$ cat config.mk
export PLATFORM = sky130hd
export DESIGN_NAME = transpose_pingpong_ram_flat
export DESIGN_NICKNAME = d
export VERILOG_FILES = /design/src/rtl/transpose_pingpong_ram_if.sv /design/src/rtl/transpose_pingpong_ram.sv /design/src/flat_wrapper.sv
export SDC_FILE = /design/constraint.sdc
export NUM_CORES = 2
export LEC_CHECK = 0
export CAP_MARGIN = 15
export CORE_MARGIN = 3
export CORE_UTILIZATION = 41
export DETAILED_ROUTE_END_ITERATION = 8
export GPL_ROUTABILITY_DRIVEN = 0
export PLACE_DENSITY = 0.56
export SYNTH_ARGS = -nofsm -noshare
export SYNTH_HDL_FRONTEND = slang
export SYNTH_SLANG_ARGS = --single-unit
$ cat constraint.sdc
create_clock -name clk -period 3.6 [get_ports clk]
set_input_delay 0.72 -clock clk [delete_from_list [all_inputs] [get_ports clk]]
set_output_delay 0.72 -clock clk [all_outputs]
set_load 0.02 [all_outputs]
$ cat src/rtl/transpose_pingpong_ram_if.sv
// Stream bundle for the ping-pong transpose RAM: tile input stream with mode bit,
// and replay output stream with end-of-tile marker.
interface transpose_pingpong_ram_if #(
  parameter int DATA_W = 16
);
  logic              in_valid;
  logic              in_ready;
  logic [DATA_W-1:0] in_data;
  logic              tr_mode;
  logic              out_valid;
  logic              out_ready;
  logic [DATA_W-1:0] out_data;
  logic              out_last;

  modport master (
    output in_valid, in_data, tr_mode, out_ready,
    input  in_ready, out_valid, out_data, out_last
  );

  modport slave (
    input  in_valid, in_data, tr_mode, out_ready,
    output in_ready, out_valid, out_data, out_last
  );
endinterface

$ cat src/rtl/transpose_pingpong_ram.sv
// Double-buffered N x N tile store: one bank fills in raster order while the other
// replays its tile either in raster or transposed order.
module transpose_pingpong_ram #(
  parameter int DATA_W = 16,
  parameter int N      = 8
) (
  input  logic                    clk,
  input  logic                    clr_n,
  transpose_pingpong_ram_if.slave bus
);
  localparam int LW    = $clog2(N);
  localparam int AW    = 2 * LW;
  localparam int DEPTH = N * N;
  localparam logic [AW-1:0] LAST_IDX = AW'(DEPTH - 1);

  typedef enum logic [1:0] {EMPTY, FILLING, FULL, DRAINING} bank_state_e;

  bank_state_e       state_q [2];
  bank_state_e       state_d [2];
  logic              mode_q  [2];
  logic              mode_d  [2];
  logic              wr_bank_q, wr_bank_d;
  logic              rd_bank_q, rd_bank_d;
  logic [AW-1:0]     wr_cnt_q, wr_cnt_d;
  logic [AW-1:0]     rd_cnt_q, rd_cnt_d;
  logic              out_valid_q, out_valid_d;
  logic              out_last_q, out_last_d;
  logic [DATA_W-1:0] out_data_q, out_data_d;

  // Both banks live in one array; the bank pointer is the top address bit.
  logic [DATA_W-1:0] mem [2*DEPTH];

  logic          in_ready;
  logic          wr_fire;
  logic          rd_avail;
  logic          rd_load;
  logic [LW-1:0] rd_i;
  logic [LW-1:0] rd_j;
  logic [AW-1:0] rd_addr;

  // Gated by clr_n so the input side reports not-ready throughout reset.
  assign in_ready = clr_n & ((state_q[wr_bank_q] == EMPTY) || (state_q[wr_bank_q] == FILLING));
  assign wr_fire  = bus.in_valid & in_ready;
  assign rd_avail = (state_q[rd_bank_q] == FULL) || (state_q[rd_bank_q] == DRAINING);
  assign rd_load  = rd_avail & (~out_valid_q | bus.out_ready);

  assign rd_i    = rd_cnt_q[AW-1:LW];
  assign rd_j    = rd_cnt_q[LW-1:0];
  assign rd_addr = mode_q[rd_bank_q] ? {rd_j, rd_i} : rd_cnt_q;

  always_comb begin
    for (int b = 0; b < 2; b++) begin
      state_d[b] = state_q[b];
      mode_d[b]  = mode_q[b];
    end
    wr_bank_d   = wr_bank_q;
    rd_bank_d   = rd_bank_q;
    wr_cnt_d    = wr_cnt_q;
    rd_cnt_d    = rd_cnt_q;
    out_valid_d = out_valid_q;
    out_last_d  = out_last_q;
    out_data_d  = out_data_q;

    if (wr_fire) begin
      if (wr_cnt_q == '0) begin
        state_d[wr_bank_q] = FILLING;
        mode_d[wr_bank_q]  = bus.tr_mode;
      end
      if (wr_cnt_q == LAST_IDX) begin
        state_d[wr_bank_q] = FULL;
        wr_cnt_d           = '0;
        wr_bank_d          = ~wr_bank_q;
      end else begin
        wr_cnt_d = wr_cnt_q + AW'(1);
      end
    end

    // Write and read always target different banks, so their state updates never collide.
    if (rd_load) begin
      out_valid_d = 1'b1;
      out_data_d  = mem[{rd_bank_q, rd_addr}];
      out_last_d  = (rd_cnt_q == LAST_IDX);
      if (rd_cnt_q == LAST_IDX) begin
        state_d[rd_bank_q] = EMPTY;
        rd_cnt_d           = '0;
        rd_bank_d          = ~rd_bank_q;
      end else begin
        state_d[rd_bank_q] = DRAINING;
        rd_cnt_d           = rd_cnt_q + AW'(1);
      end
    end else if (bus.out_ready) begin
      out_valid_d = 1'b0;
    end
  end

  always_ff @(posedge clk or negedge clr_n) begin
    if (!clr_n) begin
      for (int b = 0; b < 2; b++) begin
        state_q[b] <= EMPTY;
        mode_q[b]  <= 1'b0;
      end
      wr_bank_q   <= 1'b0;
      rd_bank_q   <= 1'b0;
      wr_cnt_q    <= '0;
      rd_cnt_q    <= '0;
      out_valid_q <= 1'b0;
      out_last_q  <= 1'b0;
      out_data_q  <= '0;
    end else begin
      for (int b = 0; b < 2; b++) begin
        state_q[b] <= state_d[b];
        mode_q[b]  <= mode_d[b];
      end
      wr_bank_q   <= wr_bank_d;
      rd_bank_q   <= rd_bank_d;
      wr_cnt_q    <= wr_cnt_d;
      rd_cnt_q    <= rd_cnt_d;
      out_valid_q <= out_valid_d;
      out_last_q  <= out_last_d;
      out_data_q  <= out_data_d;
    end
  end

  // Tile storage carries no reset; stale words are never read before being rewritten.
  always_ff @(posedge clk) begin
    if (wr_fire) begin
      mem[{wr_bank_q, wr_cnt_q}] <= bus.in_data;
    end
  end

  assign bus.in_ready  = in_ready;
  assign bus.out_valid = out_valid_q;
  assign bus.out_data  = out_data_q;
  assign bus.out_last  = out_last_q;
endmodule

$ cat src/flat_wrapper.sv
// flat-port wrapper written by rule: the top's interface ports become plain ports
module transpose_pingpong_ram_flat 
#(
  parameter int DATA_W = 16,
  parameter int N      = 8
)
  (clk, clr_n, bus_in_valid, bus_in_data, bus_tr_mode, bus_out_ready, bus_in_ready, bus_out_valid, bus_out_data, bus_out_last);
  transpose_pingpong_ram_if #(.DATA_W(DATA_W)) bus_i ();
  input  logic clk;
  input  logic clr_n;
  input wire logic [$bits(bus_i.in_valid)-1:0] bus_in_valid;
  input wire logic [$bits(bus_i.in_data)-1:0] bus_in_data;
  input wire logic [$bits(bus_i.tr_mode)-1:0] bus_tr_mode;
  input wire logic [$bits(bus_i.out_ready)-1:0] bus_out_ready;
  output wire logic [$bits(bus_i.in_ready)-1:0] bus_in_ready;
  output wire logic [$bits(bus_i.out_valid)-1:0] bus_out_valid;
  output wire logic [$bits(bus_i.out_data)-1:0] bus_out_data;
  output wire logic [$bits(bus_i.out_last)-1:0] bus_out_last;
  assign bus_i.in_valid = bus_in_valid;
  assign bus_i.in_data = bus_in_data;
  assign bus_i.tr_mode = bus_tr_mode;
  assign bus_i.out_ready = bus_out_ready;
  assign bus_in_ready = bus_i.in_ready;
  assign bus_out_valid = bus_i.out_valid;
  assign bus_out_data = bus_i.out_data;
  assign bus_out_last = bus_i.out_last;
  transpose_pingpong_ram #(.DATA_W(DATA_W), .N(N)) u_core (.clk(clk), .clr_n(clr_n), .bus(bus_i));
endmodule
==> results.py <==
metrics = {
    "synth": {
        "synth.area.top_cells": "edfxtp_1, mux4_2, nand2_1, nand3_1, mux2i_1",
        "syn_area_um2": 82820,
        "yosysTopAreaCell": "edfxtp_1",
        "async_reset_ff_frac": 0.01727,
        "ys.flop_type": "edfxtp_1",
        "yosys_warnings": 0,
        "syn_nets": 5245,
        "syn_inst": 5221,
        "netlist-cell-type-count": 70,
        "synth_top_area_share": 0.7426,
        "post-synth-top-count-cell": "edfxtp_1",
        "ys_top_cells_by_count": "edfxtp_1, nand2_1, nand3_1",
        "synth_area_per_cell_um2": 15.86,
        "synth_edf_count": 2048,
        "ys_seq_elements": 2084,
        "seq_area_frac_synth": 0.7534,
    },
    "floorplanning": {
        "die-width_um": 455.4,
        "rows": 164,
        "core_um2": 200300,
        "fp.dieH_um": 455.4,
        "ioPinCount": 40,
        "dieArea_um2": 207400,
        "start_util": 0.4135,
    },
    "timing": {
        "drv_slew": 0,
        "post-route-min-period_ns": 3.656,
        "final.setup_skew_ns": 0.03772,
        "rsz0062_at_grt": "yes",
        "fin_hold_ws_ns": 0.1393,
        "finalWorstSetupSlack_ns": -0.05554,
        "setup_viol": 3,
        "hold_viol": 0,
        "tightest_slew_ns": 1.252,
        "max_freq_ghz": 0.2736,
        "period_share": 1.015,
        "relSlewSlack": 0.1594,
    },
    "place": {
        "placed_cells": 8152,
        "hpwl_um": 181600,
        "io_buffers": 39,
    },
    "detailed_routing": {
        "dr.pass1.iters": 8,
        "viasPerCell": 6.126,
        "drt_wl_total_um": 285800,
        "met1_length_um": 114000,
        "highest_layer": "met5",
        "wl_per_cell_um": 33.40,
        "drcViolationCount": 0,
        "initialDrtViolationCount": 8163,
        "dr_total_vias": 52410,
        "wl_met3_um": 30610,
        "ant_nets": 0,
        "dr_wl_met2_um": 127600,
    },
    "job": {
        "drv_cap": 0,
    },
    "global_route": {
        "grt_use_total": 0.2696,
        "grt_pass1_vias": 49640,
        "grt_max_degree": 129,
        "grt_pass1_wl_um": 395700,
        "antenna_found_initial": 13,
        "overflow": 0,
    },
    "clock_tree": {
        "cts.sinks": 2084,
        "cts-root-buf": "clkbuf_16",
        "cts_tree": "built",
        "postCtsHoldBufs": 0,
        "cts.htree.levels": 4,
        "path_clk_slew_ns": 0.06,
        "cts_buffer_depth": 3,
        "clk_latency_ns": 0.86,
        "cts_made_buffers": 206,
    },
    "pwr": {
        "leakage_nw": 31.57,
        "internal_power_w": 0.03870,
        "p_switching_w": 0.01024,
        "clkPwrFrac": 0.428,
        "powerDensity_nw_per_um2": 497.6,
        "ir_worst_vdd_mv": 0.4997,
        "pwr-share-seq": 0.549,
        "combPwrFrac": 0.022,
        "switching_share": 0.2092,
    },
    "worst_setup_path": {
        "path_max_fanout": 19,
        "r2r-end": "u_core.bus.out_data[8]",
        "crit_type": "flip-flop to flip-flop",
        "reg2reg_depth": 12,
        "worstSetupEndpointType": "flip-flop",
        "r2r-start": "u_core.rd_bank_q",
        "cp-start-kind": "flip-flop",
        "worst-r2r-setup-slack_ns": -0.06,
        "worstPathRequired_ns": 4.39,
        "cp.arrival_ns": 4.44,
    },
    "layout": {
        "drive_gt1_frac": 0.2077,
        "area_delta_synth_final_pct": 18.75,
        "fin_cells": 8556,
        "nFillCells": 16980,
        "finalNetCount": 5756,
    },
    "status": {
        "status": "complete, but fails checks",
        "failed_checks": "negative setup slack",
    },
    "worst_hold_path": {
        "hold_path.class": "primary input to asynchronous set/reset pin",
    },
}
==> power by group through the flow <==
stage	clock network (W)	logic (W)	registers (W)
floorplan	0	0.000258	0.0274
global route	0.0222	0.00113	0.0269
detailed placement	0	0.00108	0.0274
CTS	0.0212	0.00108	0.0269
finish	0.0210	0.00109	0.0269
global placement	0	0.00105	0.0274
==> critical path: stages, from the launching register on <==
cell      delay [ns]
dfrtp_2         0.41
mux2_4          0.39
buf_4           0.18
buf_4           0.22
mux2i_2         0.22
buf_4           0.22
a221o_1         0.32
a211oi_1        0.69
a31oi_1         0.11
nor2_1          0.34
o31ai_2         0.13
buf_4           0.20
or4b_1          0.18
==> how the worst max path moves through the flow <==
stage	slack (ns)	startpoint	end
finish	-0.06	u_core.rd_bank_q	u_core.bus.out_data[8]
global route	-0.03	u_core.rd_bank_q	u_core.bus.out_data[11]
CTS	0.009	u_core.rd_bank_q	u_core.bus.out_data[4]
detailed placement	-0.81	u_core.rd_bank_q	u_core.bus.out_data[11]
global placement	-1.24	u_core.rd_bank_q	u_core.bus.out_data[13]
floorplan	0.67	u_core.wr_bank_q	u_core.mem[72][0]
==> through the flow <==
stage               worst slack [ns]    util  setup TNS [ns]  instance area, um2  power [W]
detailed placement           -0.8089  0.4555          -4.229               91220    0.02848
finish                      -0.05554  0.4911        -0.09065               98350    0.04894
floorplan                     0.6677       -               0               82820    0.02763
CTS                         0.009106  0.4892               0               97980    0.04915
global placement              -1.237  0.4553          -6.063               91180    0.02844
global route                -0.03142  0.4910        -0.04836               98340    0.05019
==> cells by family (layout without fill, tap and decap cells) <==
| logic type | count (synthesis) | count (layout) | share of synthesized area |
|---|---|---|---|
| AND/OR/NAND/NOR | 1645 | 1645 | 0.08519 |
| other | 0 | 7 | 0 |
| multiplexers | 387 | 387 | 0.07801 |
| AO/OA/AOI/OAI | 761 | 761 | 0.06182 |
| adder cells (fa/ha/maj) | 3 | 3 | 0.0004533 |
| buffers and inverters | 335 | 1007 | 0.02046 |
| flip-flops | 2084 | 2084 | 0.7534 |
| XOR/XNOR | 6 | 6 | 0.0006345 |
==> placed cells by master, fill, tap and decap left out, types with 145 or more instances in the layout <==
cell and instances:
mux4_2 202, buf_12 145, mux2i_1 153, nor2_1 153, o21ai_0 234, edfxtp_1 2048, buf_4 449, nand2_1 900
clkbuf_16 211, nand3_1 362
==> layout make-up <==
type,count,area [um2],area share
Sequential cell,2084,62410,0.6345
Clock inverter,113,1099,0.01117
Clock buffer,256,5425,0.05516
Antenna cell,7,17.52,0.0001781
Inverter,3,11.26,0.0001145
Multi-Input combinational cell,2802,19280,0.1960
Timing Repair Buffer,635,6793,0.06907
Tap cell,2656,3323,0.03379
==> metal layers <==
metal | vias up | global-route usage
li1 | 21490 | -
met1 | 27100 | 0.3810
met2 | 3290 | 0.4037
met3 | 537 | 0.05983
met4 | 2 | 0.1155
met5 | - | 0
==> repair_timing <==
item                       in CTS  in global routing
resized for setup              23                 44
setup endpoints to repair      14                 13
gates cloned                    0                  3
setup buffers                  16                 12
pin swaps                       3                  8
==> registers in the layout, summed over array words and instances (netlist names) <==
signal,cells
u_core.bus.out_data,16
u_core.bus.out_valid,1
u_core.rd_cnt_q,6
u_core.wr_cnt_q,6
u_core.mem,2048
u_core.bus.out_last,1
u_core.rd_bank_q,1
u_core.mode_q,2
u_core.wr_bank_q,1
u_core.state_q,2
No activity file was read; power rests on OpenSTA's default activity.
